File: config.mk
export PLATFORM = sky130hd
export DESIGN_NAME = datapath_ctrl_flat
export DESIGN_NICKNAME = d
export VERILOG_FILES = /design/src/rtl/datapath_ctrl_if.sv /design/src/rtl/datapath_ctrl.sv /design/src/flat_wrapper.sv
export SDC_FILE = /design/constraint.sdc
export NUM_CORES = 1
export LEC_CHECK = 0
export ABC_CLOCK_PERIOD_IN_PS = 1650
export CORE_MARGIN = 8
export CORE_UTILIZATION = 39
export CTS_CLUSTER_DIAMETER = 30
export CTS_CLUSTER_SIZE = 10
export DETAILED_ROUTE_END_ITERATION = 8
export PLACE_DENSITY = 0.78
export SLEW_MARGIN = 25
export SYNTH_ARGS = -nofsm -noshare
export SYNTH_HDL_FRONTEND = slang
export SYNTH_SLANG_ARGS = --single-unit
export TNS_END_PERCENT = 1
File: constraint.sdc
create_clock -name clk -period 1.65 [get_ports clk]
set_input_delay 0.4125 -clock clk [delete_from_list [all_inputs] [get_ports clk]]
set_output_delay 0.4125 -clock clk [all_outputs]
set_load 0.05 [all_outputs]
File: src/rtl/datapath_ctrl_if.sv
// Control bundle between the instruction/sequencer block and the 16-bit datapath.
// master = controller side, slave = datapath/stimulus side.
interface datapath_ctrl_if #(parameter int DATA_W = 16);
  logic [DATA_W-1:0] in_ir;
  logic              load_ir;
  logic              s;
  logic              w;
  logic              illegal;
  logic [DATA_W-1:0] datapath_in;
  logic              vsel;
  logic [2:0]        writenum;
  logic              write;
  logic [2:0]        readnum;
  logic              loada;
  logic              loadb;
  logic              loadc;
  logic              loads;
  logic [1:0]        shift;
  logic              asel;
  logic              bsel;
  logic [1:0]        ALUop;

  modport master (
    input  in_ir, load_ir, s,
    output w, illegal, datapath_in, vsel, writenum, write, readnum,
           loada, loadb, loadc, loads, shift, asel, bsel, ALUop
  );

  modport slave (
    output in_ir, load_ir, s,
    input  w, illegal, datapath_in, vsel, writenum, write, readnum,
           loada, loadb, loadc, loads, shift, asel, bsel, ALUop
  );
endinterface

File: src/rtl/datapath_ctrl.sv
// Instruction register plus Moore sequencer driving the 16-bit datapath controls.
// Define CTRL_ILLEGAL_TRAP_EN to trap undefined opcodes in HALT until reset.
module datapath_ctrl #(
  parameter int DATA_W = 16
) (
  input  logic             clk,
  input  logic             reset,
  datapath_ctrl_if.master  bus
);

  typedef enum logic [2:0] {
    S_WAIT      = 3'd0,
    S_DECODE    = 3'd1,
    S_WRITE_IMM = 3'd2,
    S_GET_A     = 3'd3,
    S_GET_B     = 3'd4,
    S_COMPUTE   = 3'd5,
    S_WRITE_REG = 3'd6,
    S_HALT      = 3'd7
  } state_t;

  state_t            state_q, state_d;
  logic [DATA_W-1:0] ir_q, ir_d;

  logic [2:0] opcode;
  logic [1:0] op;
  logic [2:0] rn, rd, rm;
  logic [1:0] sh;
  logic       is_mov_imm, is_mov_reg, is_mvn, is_add, is_cmp, is_and, is_legal;

  always_comb begin
    opcode     = ir_q[15:13];
    op         = ir_q[12:11];
    rn         = ir_q[10:8];
    rd         = ir_q[7:5];
    sh         = ir_q[4:3];
    rm         = ir_q[2:0];
    is_mov_imm = (opcode == 3'b110) && (op == 2'b10);
    is_mov_reg = (opcode == 3'b110) && (op == 2'b00);
    is_mvn     = (opcode == 3'b101) && (op == 2'b11);
    is_add     = (opcode == 3'b101) && (op == 2'b00);
    is_cmp     = (opcode == 3'b101) && (op == 2'b01);
    is_and     = (opcode == 3'b101) && (op == 2'b10);
    is_legal   = is_mov_imm | is_mov_reg | is_mvn | is_add | is_cmp | is_and;
  end

  always_ff @(posedge clk) begin
    if (reset) begin
      state_q <= S_WAIT;
      ir_q    <= '0;
    end else begin
      state_q <= state_d;
      ir_q    <= ir_d;
    end
  end

  // IR is only writable while idle so an instruction in flight never changes under us
  always_comb begin
    state_d = state_q;
    ir_d    = ir_q;
    case (state_q)
      S_WAIT: begin
        if (bus.load_ir) ir_d = bus.in_ir;
        if (bus.s)       state_d = S_DECODE;
      end
      S_DECODE: begin
        if (is_mov_imm)                  state_d = S_WRITE_IMM;
        else if (is_mov_reg || is_mvn)   state_d = S_GET_B;
        else if (is_add || is_cmp || is_and) state_d = S_GET_A;
        else begin
`ifdef CTRL_ILLEGAL_TRAP_EN
          state_d = S_HALT;
`else
          state_d = S_WAIT;
`endif
        end
      end
      S_WRITE_IMM: state_d = S_WAIT;
      S_GET_A:     state_d = S_GET_B;
      S_GET_B:     state_d = S_COMPUTE;
      S_COMPUTE:   state_d = is_cmp ? S_WAIT : S_WRITE_REG;
      S_WRITE_REG: state_d = S_WAIT;
      S_HALT:      state_d = S_HALT;
      default:     state_d = S_WAIT;
    endcase
  end

  logic       w, illegal, vsel, write, loada, loadb, loadc, loads, asel, bsel;
  logic [2:0] writenum, readnum;
  logic [1:0] shift, alu_op;

  always_comb begin
    w        = 1'b0;
    illegal  = 1'b0;
    vsel     = 1'b0;
    write    = 1'b0;
    loada    = 1'b0;
    loadb    = 1'b0;
    loadc    = 1'b0;
    loads    = 1'b0;
    asel     = 1'b0;
    bsel     = 1'b0;
    writenum = 3'd0;
    readnum  = 3'd0;
    shift    = 2'b00;
    alu_op   = 2'b00;
    case (state_q)
      S_WAIT:   w = 1'b1;
      S_DECODE: illegal = ~is_legal;
      S_WRITE_IMM: begin
        vsel     = 1'b1;
        write    = 1'b1;
        writenum = rn;
      end
      S_GET_A: begin
        readnum = rn;
        loada   = 1'b1;
      end
      S_GET_B: begin
        readnum = rm;
        loadb   = 1'b1;
        shift   = sh;
      end
      S_COMPUTE: begin
        shift = sh;
        if (is_cmp) begin
          alu_op = 2'b01;
          loads  = 1'b1;
        end else begin
          loadc = 1'b1;
          if (is_mov_reg) asel = 1'b1;
          if (is_mvn)     alu_op = 2'b11;
          if (is_and)     alu_op = 2'b10;
        end
      end
      S_WRITE_REG: begin
        write    = 1'b1;
        writenum = rd;
      end
      S_HALT:  illegal = 1'b1;
      default: ;
    endcase
  end

  assign bus.w           = w;
  assign bus.illegal     = illegal;
  assign bus.datapath_in = {{(DATA_W-8){ir_q[7]}}, ir_q[7:0]};
  assign bus.vsel        = vsel;
  assign bus.writenum    = writenum;
  assign bus.write       = write;
  assign bus.readnum     = readnum;
  assign bus.loada       = loada;
  assign bus.loadb       = loadb;
  assign bus.loadc       = loadc;
  assign bus.loads       = loads;
  assign bus.shift       = shift;
  assign bus.asel        = asel;
  assign bus.bsel        = bsel;
  assign bus.ALUop       = alu_op;

endmodule

File: src/flat_wrapper.sv
// flat-port wrapper written by rule: the top's interface ports become plain ports
module datapath_ctrl_flat 
#(
  parameter int DATA_W = 16
)
  (clk, reset, bus_in_ir, bus_load_ir, bus_s, bus_w, bus_illegal, bus_datapath_in, bus_vsel, bus_writenum, bus_write, bus_readnum, bus_loada, bus_loadb, bus_loadc, bus_loads, bus_shift, bus_asel, bus_bsel, bus_ALUop);
  datapath_ctrl_if #(.DATA_W(DATA_W)) bus_i ();
  input  logic clk;
  input  logic reset;
  input wire logic [$bits(bus_i.in_ir)-1:0] bus_in_ir;
  input wire logic [$bits(bus_i.load_ir)-1:0] bus_load_ir;
  input wire logic [$bits(bus_i.s)-1:0] bus_s;
  output wire logic [$bits(bus_i.w)-1:0] bus_w;
  output wire logic [$bits(bus_i.illegal)-1:0] bus_illegal;
  output wire logic [$bits(bus_i.datapath_in)-1:0] bus_datapath_in;
  output wire logic [$bits(bus_i.vsel)-1:0] bus_vsel;
  output wire logic [$bits(bus_i.writenum)-1:0] bus_writenum;
  output wire logic [$bits(bus_i.write)-1:0] bus_write;
  output wire logic [$bits(bus_i.readnum)-1:0] bus_readnum;
  output wire logic [$bits(bus_i.loada)-1:0] bus_loada;
  output wire logic [$bits(bus_i.loadb)-1:0] bus_loadb;
  output wire logic [$bits(bus_i.loadc)-1:0] bus_loadc;
  output wire logic [$bits(bus_i.loads)-1:0] bus_loads;
  output wire logic [$bits(bus_i.shift)-1:0] bus_shift;
  output wire logic [$bits(bus_i.asel)-1:0] bus_asel;
  output wire logic [$bits(bus_i.bsel)-1:0] bus_bsel;
  output wire logic [$bits(bus_i.ALUop)-1:0] bus_ALUop;
  assign bus_i.in_ir = bus_in_ir;
  assign bus_i.load_ir = bus_load_ir;
  assign bus_i.s = bus_s;
  assign bus_w = bus_i.w;
  assign bus_illegal = bus_i.illegal;
  assign bus_datapath_in = bus_i.datapath_in;
  assign bus_vsel = bus_i.vsel;
  assign bus_writenum = bus_i.writenum;
  assign bus_write = bus_i.write;
  assign bus_readnum = bus_i.readnum;
  assign bus_loada = bus_i.loada;
  assign bus_loadb = bus_i.loadb;
  assign bus_loadc = bus_i.loadc;
  assign bus_loads = bus_i.loads;
  assign bus_shift = bus_i.shift;
  assign bus_asel = bus_i.asel;
  assign bus_bsel = bus_i.bsel;
  assign bus_ALUop = bus_i.ALUop;
  datapath_ctrl #(.DATA_W(DATA_W)) u_core (.clk(clk), .reset(reset), .bus(bus_i));
endmodule
* Word-level counts from Yosys, hierarchy flattened
Index checks and enable logic that the tools add are counted.
Storage, ports and cells: register bits after elaboration 19, output and inout port bits 36, logic and storage cells 61
Operators by class: bitwise logic cells 6, multiplexer cells 26, reduce and logical (&&, ||, !) cells 14, eq/ne operators 13
Operator list (count):
- $pmux W3 S7 | 1
- $eq A3 B3 Y1 const B | 6
- $mux W1 | 12
- $mux W2 | 6
- $mux W3 | 4
- $pmux W3 S2 | 2
- $eq A3 B2 Y1 const B | 2
- $logic_and A1 B1 Y1 | 6
- $or A1 B1 Y1 | 5
- $eq A2 B2 Y1 const B | 2
- $reduce_or A2 Y1 | 2
- $eq A3 B1 Y1 const B | 1
- $logic_not A3 Y1 | 1
- $logic_or A1 B1 Y1 | 3
- $eq A2 B1 Y1 const B | 1
- $logic_not A2 Y1 | 1
- $ne A2 B2 Y1 const B | 1
- $pmux W1 S2 | 1
- $reduce_and A2 Y1 | 1
- $not A1 Y1 | 1

* Depth between registers and ports, before layout
word-level depth 9, gate-level depth with buffers 5, mapped depth without buffers 3

* Worst setup path after synthesis
No wires, ideal clock.
path kind reg2out, from register u_core.state_q[1], to output port bus_asel, stages on the path, launching flop included 5, setup slack -675 ps, data required time 1237 ps, arrival 1912 ps, buffers on the path 1, path through dfxtp_1 -> clkbuf_1 -> nor2b_1 -> nand2_1 -> nor3_1
Between the ends: cells in the longest elaborated chain, start to end 2
RTL lines:
- start: declaration | RTL line datapath_ctrl.sv:22 | state_t state_q, state_d;
- start signal: assignment | RTL line datapath_ctrl.sv:52 | state_q <= state_d;
- $eq A3 B3 Y1 | RTL line datapath_ctrl.sv:107 | case (state_q)
- $mux W1 | RTL line datapath_ctrl.sv:107
- end: declaration | RTL line flat_wrapper.sv:25 | output wire logic [$bits(bus_i.asel)-1:0] bus_asel;
Every way passes these cells.

* Worst setup path after layout
from register u_core.ir_q[13], to output port bus_illegal
Between the ends: cells in the longest elaborated chain, start to end 9, elaborated cells on any way between the ends 15, those cells by class eq/ne (2); mux (1); bitwise (6); reduce/logical (6)
RTL lines:
- start: declaration | RTL line datapath_ctrl.sv:23 | logic [DATA_W-1:0] ir_q, ir_d;
- start signal: assignment | RTL line datapath_ctrl.sv:53 | ir_q <= ir_d;
- $eq A3 B3 Y1 | RTL line datapath_ctrl.sv:38, datapath_ctrl.sv:39
- $logic_and A1 B1 Y1 (on tied branches) | RTL line datapath_ctrl.sv:38, datapath_ctrl.sv:39
- $or A1 B1 Y1 (4 in series) | RTL line datapath_ctrl.sv:44 | is_legal = is_mov_imm | is_mov_reg | is_mvn | is_add | is_cmp | is_and;
- $or A1 B1 Y1 * | RTL line datapath_ctrl.sv:44
- $not A1 Y1 * | RTL line datapath_ctrl.sv:109 | S_DECODE: illegal = ~is_legal;
- $pmux W1 S2 * | RTL line datapath_ctrl.sv:107
- end: declaration | RTL line flat_wrapper.sv:14 | output wire logic [$bits(bus_i.illegal)-1:0] bus_illegal;
Mark *: on every way between the ends. The rest lies on a longest branch, timed or not.

==> summary.txt <==
Slew Limit Fails = 0
Clk pin slew, worst setup/hold paths = 0.12 ns
Core outline area = 2734 µm²
Library cells used by synthesis = 30
Hold_sp = u_core.ir_q[9]
I/O pin count = 56
Die Y = 69.53 µm
Yosys warnings = 0
Dpl hpwl = 3.044 mm
CP max-delay cell = dfxtp_4
Max_cap viols = 0
Row cnt = 19
Cell family with most CP delay = compound AO/OA/AOI/OAI gates
Die Footprint = 4834 µm²
Required @ worst endpoint = 1.24 ns
Area contributors post-synth = dfxtp_1 34%, nand2_1 12%, buf_4 11%
Final Hold Viols = 0
# setup viols final = 17
RSZ-0062 raised after global routing = yes
Period minus WS final = 1.860 ns
Power, Total = 1147 µW
Sequential share of the synthesized area = 0.3404
Final-layout fill cell count = 181
Layout cell share with drive strength beyond 1 = 0.3802
Worst r2r src = u_core.state_q[1]
Post-Syn Nets = 168
Adder-Cell Fraction of Synth Area = 0
Post-DR wirelength/cell = 17.31 µm
Crit share post-route = 1.128
Total CTS buffers = 3
Initial antenna violation count = 0
Crit path cell chain = nor2b_2 -> a211oi_2 -> o311a_1 -> buf_12
Mux cell area share after synthesis = 0.02688
Simple-Gate Fraction of Synth Area = 0.2956
CP Max Fanout = 7
Synth Area in Compound Gates = 0.1680
Hold Path Depth = 2
Clock root cell = clkbuf_4
Yosys reg bits = 19
Die X = 69.53 µm
Level count of the clock H-tree = 1
Synth Area in XOR/XNOR = 0
Total congestion overflow = 0
Hold_buf cts = 0
Min-Delay Path Class = reg -> reg
Clock skew = 0.004895 ns
Initial cell density of the core = 0.4087
Hold_ws = 0.5101 ns
Yosys top cell by area = dfxtp_1
Worst vdd ir = 0.0005958 V
Failing checks = setup timing
CTS tree = built
Critical Path AT = 1.45 ns
Port bufs = 54
Total Wirelength = 3.860 mm
CP Class = reg -> out
Diodes inserted = 0
Startpoint Class = flip-flop
Crit path capture type = output pin
Hold EP = u_core.ir_q[9]
Vias per cell = 5.471
R2R cell count = 5
Fmax = 0.5375 GHz
Largest family of logic cells by synthesized area = simple AND/OR/NAND/NOR gates
Initial DRC Count = 64
Avg Inst Size Synth = 7.549 µm²
PwrDens = 553.9 nW/µm²
Leak Pwr = 0.0007884 µW
CTS Sinks = 19
Slowest stage delay, CP = 0.40 ns
Worst skew pair latency = 0.30 ns
Area occupied by multi-input gates = 614.3 µm²
Crit path buf inv count = 1
Drt drc = 0
Final net count = 213
Clk buf depth = 2
Layout area overhead = 85.33%
Number of global-route vias before repair = 1222
Via count = 1220
FF+latch area = 394.1 µm²
Post-route ant nets = 0
Total track usage = 0.1488
Outcome = complete, but fails checks
Post-CTS Setup Inserts = 0
First-pass GRT wire length = 6.134 mm
Synth Cell Area = 1117 µm²
DRT Pass-1 Iters = 4
Largest net degree at the start of global routing = 20
Synth Instances = 148
Reg-to-reg slack, setup = 0.08 ns
Final GP Congestion = 0.8409
Final worst setup slack = -0.2104 ns
R2R Path End = u_core.ir_q[0]
Share of the synthesized area in the top cell type = 0.3404
==> worst reg2reg max path, delay by kind of cell (launching register included) <==
| kind | cells | cell delay [ns] |
|---|---|---|
| DFF | 1 | 0.37 |
| buffers and inverters | 2 | 0.40 |
| and+or+nand+nor | 2 | 0.62 |
| AOI/OAI and AO/OA | 1 | 0.07 |
==> what timing repair did <==
action                     in CTS  in global routing
setup endpoints to repair      19                 19
pin swaps                       4                  4
gates resized for setup        17                  5
==> through the flow <==
stage / setup WS, ns / TNS, ns / utilization / area [µm²] / cells
after floorplan: -0.3928 / -3.853 / - / 1137 / 148
after global placement: -0.1275 / -1.962 / 0.7254 / 1983 / 219
after CTS: -0.1901 / -2.042 / 0.7519 / 2056 / 223
after global routing: -0.2663 / -2.969 / 0.7574 / 2071 / 223
after detailed placement: -0.1977 / -2.723 / 0.7254 / 1983 / 219
final: -0.2104 / -1.932 / 0.7574 / 2071 / 223
==> cell families (layout without fill, tap and decap cells) <==
family                 count (synthesis)  in the layout
flip-flops                            19             19
AND/OR/NAND/NOR                       65             65
multiplexers                           3              3
other                                  1              1
AO/OA/AOI/OAI                         31             31
buffers and inverters                 29             73
==> cells in the final DEF, fill, tap and decap left out, types with 2 or more instances in the layout <==
| cell | count |
|---|---|
| nand2_1 | 33 |
| buf_4 | 11 |
| inv_1 | 3 |
| clkdlybuf4s50_1 | 19 |
| dfxtp_4 | 2 |
| mux2i_1 | 3 |
| a21oi_1 | 17 |
| nor2_2 | 4 |
| nand2b_1 | 3 |
| o21ai_0 | 3 |
| nor2_1 | 5 |
| clkbuf_4 | 3 |
| a22o_1 | 3 |
| dfxtp_1 | 12 |
| nor3_2 | 2 |
| dfxtp_2 | 5 |
| and2_1 | 2 |
| nand2_2 | 2 |
| or4_1 | 2 |
| buf_12 | 35 |
| o211ai_1 | 2 |
==> sequential cells by signal, summed over array words and instances (netlist names) <==
signal and flops:
u_core.ir_q 16, u_core.state_q 3
==> layout make-up <==
class,instances,share of cell area
Clock inverter,1,0.002417
Timing Repair Buffer,66,0.4755
Inverter,3,0.005438
Multi-Input combinational cell,100,0.2967
Clock buffer,3,0.01088
Sequential cell,19,0.1903
Tap cell,31,0.01873
==> synthesized netlist by cell type (all sizes together) <==
| cell | number |
|---|---|
| conb | 1 |
| nor4bb | 1 |
| mux2i | 3 |
| and3b | 1 |
| a22oi | 1 |
| nand2 | 35 |
| nand4b | 1 |
| and2 | 2 |
| nand2b | 3 |
| a211o | 1 |
| o211ai | 2 |
| nand4bb | 1 |
| or4 | 2 |
| a22o | 3 |
| buf | 22 |
| clkbuf | 4 |
| nor4b | 1 |
| or4b | 1 |
| nor2 | 10 |
| dfxtp | 19 |
| and4b | 1 |
| nor3 | 4 |
| inv | 3 |
| a211oi | 2 |
| o311a | 1 |
| o21ai | 3 |
| a21oi | 18 |
| nor2b | 2 |
==> where the power goes <==
group          internal, µW  switching (µW)  total [µW]
Sequential              484            38.5         523
Clock                  90.5             156         246
Combinational           185             193         378
Total                   760             387        1150
==> layer usage <==
metal | GRT usage | vias up | part of all wire
li1 | - | 576 | -
met1 | 0.1650 | 589 | 0.38
met2 | 0.2643 | 47 | 0.53
met3 | 0.03290 | 8 | 0.065
met4 | 0.06150 | 0 | 0.022
met5 | 0 | - | 0
==> how the worst max path moves through the flow <==
stage	start	endpoint	slack (ns)	depth (start not counted)
finish	u_core.ir_q[13]	bus_illegal	-0.21	4
global route	u_core.state_q[2]	bus_illegal	-0.27	4
CTS	u_core.ir_q[13]	bus_illegal	-0.19	4
detailed placement	bus_load_ir	u_core.ir_q[11]	-0.20	5
global placement	bus_load_ir	u_core.ir_q[2]	-0.13	5
floorplan	u_core.state_q[1]	bus_loadc	-0.39	4
No activity file was read; power rests on OpenSTA's default activity.
